**config.mk**
```make
export PLATFORM = sky130hd
export DESIGN_NAME = ffsr_pulse_multi_flat
export DESIGN_NICKNAME = d
export VERILOG_FILES = /design/src/rtl/ffsr_pulse_multi_if.sv /design/src/rtl/ffsr_pulse_multi.sv /design/src/flat_wrapper.sv
export SDC_FILE = /design/constraint.sdc
export NUM_CORES = 1
export LEC_CHECK = 0
export BUFFER_PORTS_ARGS = -buffer_cell sky130_fd_sc_hd__buf_2
export CORE_ASPECT_RATIO = 0.75
export CORE_MARGIN = 1
export CORE_UTILIZATION = 30
export DETAILED_ROUTE_END_ITERATION = 16
export MAX_ROUTING_LAYER = met4
export PLACE_DENSITY_LB_ADDON = 0.1
export SETUP_SLACK_MARGIN = 0.5
export SYNTH_ARGS = -nofsm -noshare
export SYNTH_HDL_FRONTEND = slang
export SYNTH_SLANG_ARGS = --single-unit
```
**constraint.sdc**
```tcl
create_clock -name clk -period 7.6 [get_ports clk]
set_input_delay 1.52 -clock clk [delete_from_list [all_inputs] [get_ports clk]]
set_output_delay 1.52 -clock clk [all_outputs]
set_load 0.02 [all_outputs]
```
**src/rtl/ffsr_pulse_multi_if.sv**
```systemverilog
`default_nettype none
// +-------------------------------------------------------------------------+
// | ffsr_pulse_multi_if : control/status bundle for ffsr_pulse_multi        |
// | Rev 1.0                                                                 |
// +-------------------------------------------------------------------------+
interface ffsr_pulse_multi_if #(
  parameter int NUM_CH = 4,
  parameter int WIDTH  = 8,
  parameter int CW     = $clog2(WIDTH + 1)
);
  logic [NUM_CH*WIDTH-1:0] init;
  logic [NUM_CH-1:0]       inc;
  logic [NUM_CH-1:0]       dec;
  logic                    leak_en;
  logic [NUM_CH*WIDTH-1:0] out;
  logic [NUM_CH*CW-1:0]    count;
  logic [NUM_CH-1:0]       full;
  logic [NUM_CH-1:0]       empty;
  logic [NUM_CH-1:0]       sat_err;

  modport master (
    output init, inc, dec, leak_en,
    input  out, count, full, empty, sat_err
  );

  modport slave (
    input  init, inc, dec, leak_en,
    output out, count, full, empty, sat_err
  );
endinterface
`default_nettype wire

```
**src/rtl/ffsr_pulse_multi.sv**
```systemverilog
`default_nettype none
// +-------------------------------------------------------------------------+
// | ffsr_pulse_multi : NUM_CH thermometer registers with inc/dec/leak steps |
// | Rev 1.0                                                                 |
// +-------------------------------------------------------------------------+
module ffsr_pulse_multi #(
  parameter int NUM_CH      = 4,
  parameter int WIDTH       = 8,
  parameter int LEAK_PERIOD = 0
) (
  input  logic                clk,
  input  logic                rst,
  ffsr_pulse_multi_if.slave   bus
);

  localparam int CW = $clog2(WIDTH + 1);

  logic [NUM_CH-1:0][WIDTH-1:0] out_q, out_d, w_init;
  logic [NUM_CH-1:0][CW-1:0]    count_q, count_d, w_init_cnt;
  logic [NUM_CH-1:0]            sat_q, sat_d, w_full, w_empty;
  logic                         w_leak_tick;

  function automatic logic [CW-1:0] popcount(input logic [WIDTH-1:0] v);
    logic [CW-1:0] n;
    n = '0;
    for (int i = 0; i < WIDTH; i++) n = n + CW'(v[i]);
    return n;
  endfunction

  assign w_init = bus.init;

  always_comb begin
    out_d      = out_q;
    count_d    = count_q;
    sat_d      = sat_q;
    w_full     = '0;
    w_empty    = '0;
    w_init_cnt = '0;
    for (int c = 0; c < NUM_CH; c++) begin
      w_full[c]     = &out_q[c];
      w_empty[c]    = ~|out_q[c];
      w_init_cnt[c] = popcount(w_init[c]);
      if (bus.inc[c] && !bus.dec[c]) begin
        if (w_full[c]) begin
          sat_d[c] = 1'b1;
        end else begin
          out_d[c]   = {out_q[c][WIDTH-2:0], 1'b1};
          count_d[c] = count_q[c] + CW'(1);
        end
      end else if (!bus.inc[c] && (bus.dec[c] || w_leak_tick)) begin
        // A leak draining an empty channel is normal decay, not an error.
        if (w_empty[c]) begin
          sat_d[c] = sat_q[c] | bus.dec[c];
        end else begin
          out_d[c]   = {1'b0, out_q[c][WIDTH-1:1]};
          count_d[c] = count_q[c] - CW'(1);
        end
      end
    end
  end

  always_ff @(posedge clk) begin
    if (rst) begin
      out_q   <= w_init;
      count_q <= w_init_cnt;
      sat_q   <= '0;
    end else begin
      out_q   <= out_d;
      count_q <= count_d;
      sat_q   <= sat_d;
    end
  end

  generate
    if (LEAK_PERIOD >= 2) begin : g_leak
      localparam int TW = $clog2(LEAK_PERIOD);
      logic [TW-1:0] timer_q, timer_d;

      assign w_leak_tick = bus.leak_en && (timer_q == TW'(LEAK_PERIOD - 1));

      always_comb begin
        timer_d = timer_q + TW'(1);
        if (!bus.leak_en || w_leak_tick) timer_d = '0;
      end

      always_ff @(posedge clk) begin
        if (rst) timer_q <= '0;
        else     timer_q <= timer_d;
      end
    end else if (LEAK_PERIOD == 1) begin : g_leak_every
      assign w_leak_tick = bus.leak_en;
    end else begin : g_no_leak
      logic w_unused_leak_en;
      assign w_unused_leak_en = bus.leak_en;
      assign w_leak_tick      = 1'b0;
    end
  endgenerate

  assign bus.out     = out_q;
  assign bus.count   = count_q;
  assign bus.full    = w_full;
  assign bus.empty   = w_empty;
  assign bus.sat_err = sat_q;

endmodule
`default_nettype wire

```
**src/flat_wrapper.sv**
```systemverilog
// flat-port wrapper written by rule: the top's interface ports become plain ports
module ffsr_pulse_multi_flat 
#(
  parameter int NUM_CH      = 4,
  parameter int WIDTH       = 8,
  parameter int LEAK_PERIOD = 0
)
  (clk, rst, bus_init, bus_inc, bus_dec, bus_leak_en, bus_out, bus_count, bus_full, bus_empty, bus_sat_err);
  ffsr_pulse_multi_if #(.NUM_CH(NUM_CH), .WIDTH(WIDTH), .CW((4))) bus_i ();
  input  logic clk;
  input  logic rst;
  input wire logic [$bits(bus_i.init)-1:0] bus_init;
  input wire logic [$bits(bus_i.inc)-1:0] bus_inc;
  input wire logic [$bits(bus_i.dec)-1:0] bus_dec;
  input wire logic [$bits(bus_i.leak_en)-1:0] bus_leak_en;
  output wire logic [$bits(bus_i.out)-1:0] bus_out;
  output wire logic [$bits(bus_i.count)-1:0] bus_count;
  output wire logic [$bits(bus_i.full)-1:0] bus_full;
  output wire logic [$bits(bus_i.empty)-1:0] bus_empty;
  output wire logic [$bits(bus_i.sat_err)-1:0] bus_sat_err;
  assign bus_i.init = bus_init;
  assign bus_i.inc = bus_inc;
  assign bus_i.dec = bus_dec;
  assign bus_i.leak_en = bus_leak_en;
  assign bus_out = bus_i.out;
  assign bus_count = bus_i.count;
  assign bus_full = bus_i.full;
  assign bus_empty = bus_i.empty;
  assign bus_sat_err = bus_i.sat_err;
  ffsr_pulse_multi #(.NUM_CH(NUM_CH), .WIDTH(WIDTH), .LEAK_PERIOD(LEAK_PERIOD)) u_core (.clk(clk), .rst(rst), .bus(bus_i));
endmodule
```
==> impl_metrics.py <==
metrics = {
    "run_status": {
        "outcome": "complete, no violations",
    },
    "detailed_routing": {
        "num_vias": 3024,
        "wl_per_cell_um": 14.2,
        "via_per_inst": 4.70,
        "route.detailed.drc": 0,
        "drt_iter0_drc": 141,
        "drt_pass1_iterations": 4,
        "routed_wl_mm": 9.14,
        "ant_nets": 0,
    },
    "clock_network": {
        "cts_setup_buffers": 0,
        "ctsResizeCount": 0,
        "clkTransAtPathRegs_ns": 0.07,
        "clock_latency_ns": 0.29,
        "holdBufCountCts": 0,
        "h-tree-depth": 2,
        "cts-root-buf": "clkbuf_16",
        "cts_tree": "built",
        "numCtsBuffers": 5,
        "clock-sinks": 52,
        "cts_max_path_buffers": 2,
    },
    "setup_path": {
        "critPathCapture": "u_core.bus.count[14]",
        "crit_path_frequent_cell": "fa_1",
        "slowest_delay_ns": 0.49,
        "crit_start": "bus_init[24]",
        "required_ns": 7.62,
        "reg2reg_from": "u_core.bus.out[19]",
        "critical_path_peak_fanout": 2,
        "ff2ff_path_depth": 3,
        "r2r_slack_ns": 5.75,
        "cp-start-kind": "input port",
        "cp_data_arrival_time_ns": 3.94,
        "critPathKind": "in2reg",
        "cpMaxStageDelayCell": "fa_1",
        "crit_chain": "buf_2 -> ha_1 -> inv_1 -> fa_1 -> fa_1 -> fa_1 -> fa_1 -> xnor2_1 -> nand2_1 -> o21ai_0",
        "worst_setup_path_end_kind": "flip-flop",
        "rr_endpoint": "u_core.bus.out[17]",
    },
    "floorplan": {
        "pin_count": 103,
        "die_w_um": 132,
        "fp.coreArea_sq_mm": 0.0123,
        "num_rows": 35,
        "die_area_sq_mm": 0.0132,
        "die_h_um": 99.8,
        "start_util_pct": 31.0,
    },
    "timing": {
        "finalCritPeriodShare_pct": 51.6,
        "worst_slack_ns": 3.68,
        "skew_ns": 0.00477,
        "rsz0062_at_grt": "no",
        "hold_viol": 0,
        "worst_pin_slew_ns": 0.645,
        "period_minus_slack_ns": 3.92,
        "fmax_mhz": 255,
        "tns_ns": 0,
        "drv_slew": 0,
        "slew-limit-headroom_pct": 57.0,
        "setup_viol": 0,
        "worst_hold_slack_ns": 0.471,
    },
    "place": {
        "place_congestion": 0.751,
        "numPortBuffers": 101,
        "dp_hpwl_mm": 6.97,
        "dp_slack_ns": 3.36,
    },
    "synthesis": {
        "ys_seq_area_share_pct": 39.8,
        "yosys-top-cells-count": "inv_1, nand2_1, edfxtp_1",
        "syn_area_sq_mm": 0.00382,
        "ys_seq_elements": 52,
        "yosysWarningCount": 0,
        "syn_inst": 379,
        "synthesis.nets": 470,
        "ys_types": 29,
        "yosysTopAreaCellShare_pct": 37.7,
        "synth_flop_cell": "edfxtp_1",
        "synth.area.top_cells": "edfxtp_1, fa_1, ha_1",
        "syn_area_per_cell_sq_um": 10.1,
        "synth-edff-count": 48,
        "yosysTopAreaCell": "edfxtp_1",
        "ys_async_sr_fraction_pct": 0,
    },
    "global_routing": {
        "grt_pass1_wl_mm": 15.2,
        "grt_pass1_vias": 2991,
        "antenna_found_initial": 0,
        "grt-ovfl-total": 0,
        "grt_use_total_pct": 14.9,
        "grt_max_degree": 70,
    },
    "pwr": {
        "p_sw_w": 0.000376,
        "clockPowerShare_pct": 24.7,
        "intPower_w": 0.000686,
        "swShare_pct": 35.4,
        "pwr-share-seq_pct": 40.8,
        "irDropWorstVdd_uv": 89.6,
        "combPwrFrac_pct": 34.5,
        "p_per_area_mw_per_mm2": 228,
        "leakage_nw": 2.14,
    },
    "cells_and_area": {
        "fillers": 1292,
        "diodes": 0,
        "num-nets-final": 567,
        "drive_gt1_share_pct": 25.6,
        "areaGrowthSynthToFinish_pct": 21.8,
    },
    "hold_path": {
        "hold_path.class": "reg2reg",
    },
    "job": {
        "cap_violations": 0,
    },
}
## per-layer routing
layer / global-route usage, % / share of wire (%) / up-vias / wire length (um)
li1: - / - / 1506 / -
met1: 21.2 / 52 / 1444 / 4740
met2: 21.7 / 43 / 70 / 3960
met3: 3.26 / 4.2 / 4 / 388
met4: 2.65 / 0.47 / 0 / 43
met5: - / 0 / - / 0
## worst max-delay path: cells and delay by family
family                     cells  cell delay, ns
and+or+nand+nor                1            0.06
adders and majority gates      5            1.99
buffers and inverters          2            0.16
xor gates and xnor gates       1            0.13
AOI/OAI and AO/OA              1            0.08
## how the worst min path moves through the flow
stage	startpoint	endpoint	slack [ns]	depth (start not counted)
after detailed placement	u_core.bus.sat_err[2]	u_core.bus.sat_err[2]	0.46	2
after floorplan	u_core.bus.sat_err[2]	u_core.bus.sat_err[2]	0.58	2
final	u_core.bus.sat_err[2]	u_core.bus.sat_err[2]	0.47	2
after CTS	u_core.bus.sat_err[2]	u_core.bus.sat_err[2]	0.48	2
after global placement	u_core.bus.sat_err[2]	u_core.bus.sat_err[2]	0.45	2
after global routing	u_core.bus.sat_err[3]	u_core.bus.sat_err[3]	0.51	1
## per-stage QoR
| stage | cell area (sq um) | util (%) | instances | total power, W |
|---|---|---|---|---|
| after floorplan | 3820 | - | 379 | 0.000685 |
| after global placement | 4490 | 36.4 | 635 | 0.000802 |
| after detailed placement | 4490 | 36.4 | 635 | 0.000811 |
| after CTS | 4650 | 37.7 | 643 | 0.00108 |
| after global routing | 4650 | 37.7 | 643 | 0.00114 |
| final | 4650 | 37.7 | 643 | 0.00106 |
## cells by family (layout without fill, tap and decap cells)
family,after synthesis,count (layout),share of synthesized area (%)
AOI/OAI and AO/OA,67,67,10.1
xor gates and xnor gates,12,12,2.75
adders and majority gates,48,48,19.6
buffers and inverters,71,169,7.43
DFF,52,52,39.8
muxes,25,25,6.55
and+or+nand+nor,104,104,13.7
## area by class of cell
class | count | area (sq um) | area share (%)
Clock buffer | 5 | 125 | 2.69
Inverter | 56 | 210 | 4.52
Multi-Input combinational cell | 256 | 2020 | 43.3
Tap cell | 166 | 208 | 4.46
Timing Repair Buffer | 105 | 536 | 11.5
Sequential cell | 52 | 1520 | 32.7
Clock inverter | 3 | 37.5 | 0.806
## sequential cells by signal, indices dropped and copies added, names as in the netlist
| signal | cells |
|---|---|
| u_core.bus.sat_err | 4 |
| u_core.bus.out | 32 |
| u_core.bus.count | 16 |
## cell usage in the layout (no fill, tap or decap), drive strengths merged
master / n
a21oi: 13
a221o: 4
and3: 7
buf: 105
bufinv: 1
clkbuf: 5
clkinv: 2
dfxtp: 4
edfxtp: 48
fa: 20
ha: 28
inv: 56
mux2i: 25
nand2: 56
nand3: 5
nand4: 8
nor2: 15
nor2b: 1
nor4: 2
nor4b: 3
o21ai: 42
o221ai: 4
o32ai: 4
or2: 1
or4: 6
xnor2: 8
xor2: 4
## power groups by stage
stage,Sequential [W],Combinational (W),Clock (W)
2_1_floorplan,0.000487,0.000198,0
3_3_place_gp,0.000439,0.000363,0
3_5_place_dp,0.000441,0.000370,0
4_1_cts,0.000435,0.000372,0.000271
5_1_grt,0.000443,0.000416,0.000284
6_report,0.000433,0.000366,0.000263
No activity file was read; power rests on OpenSTA's default activity.
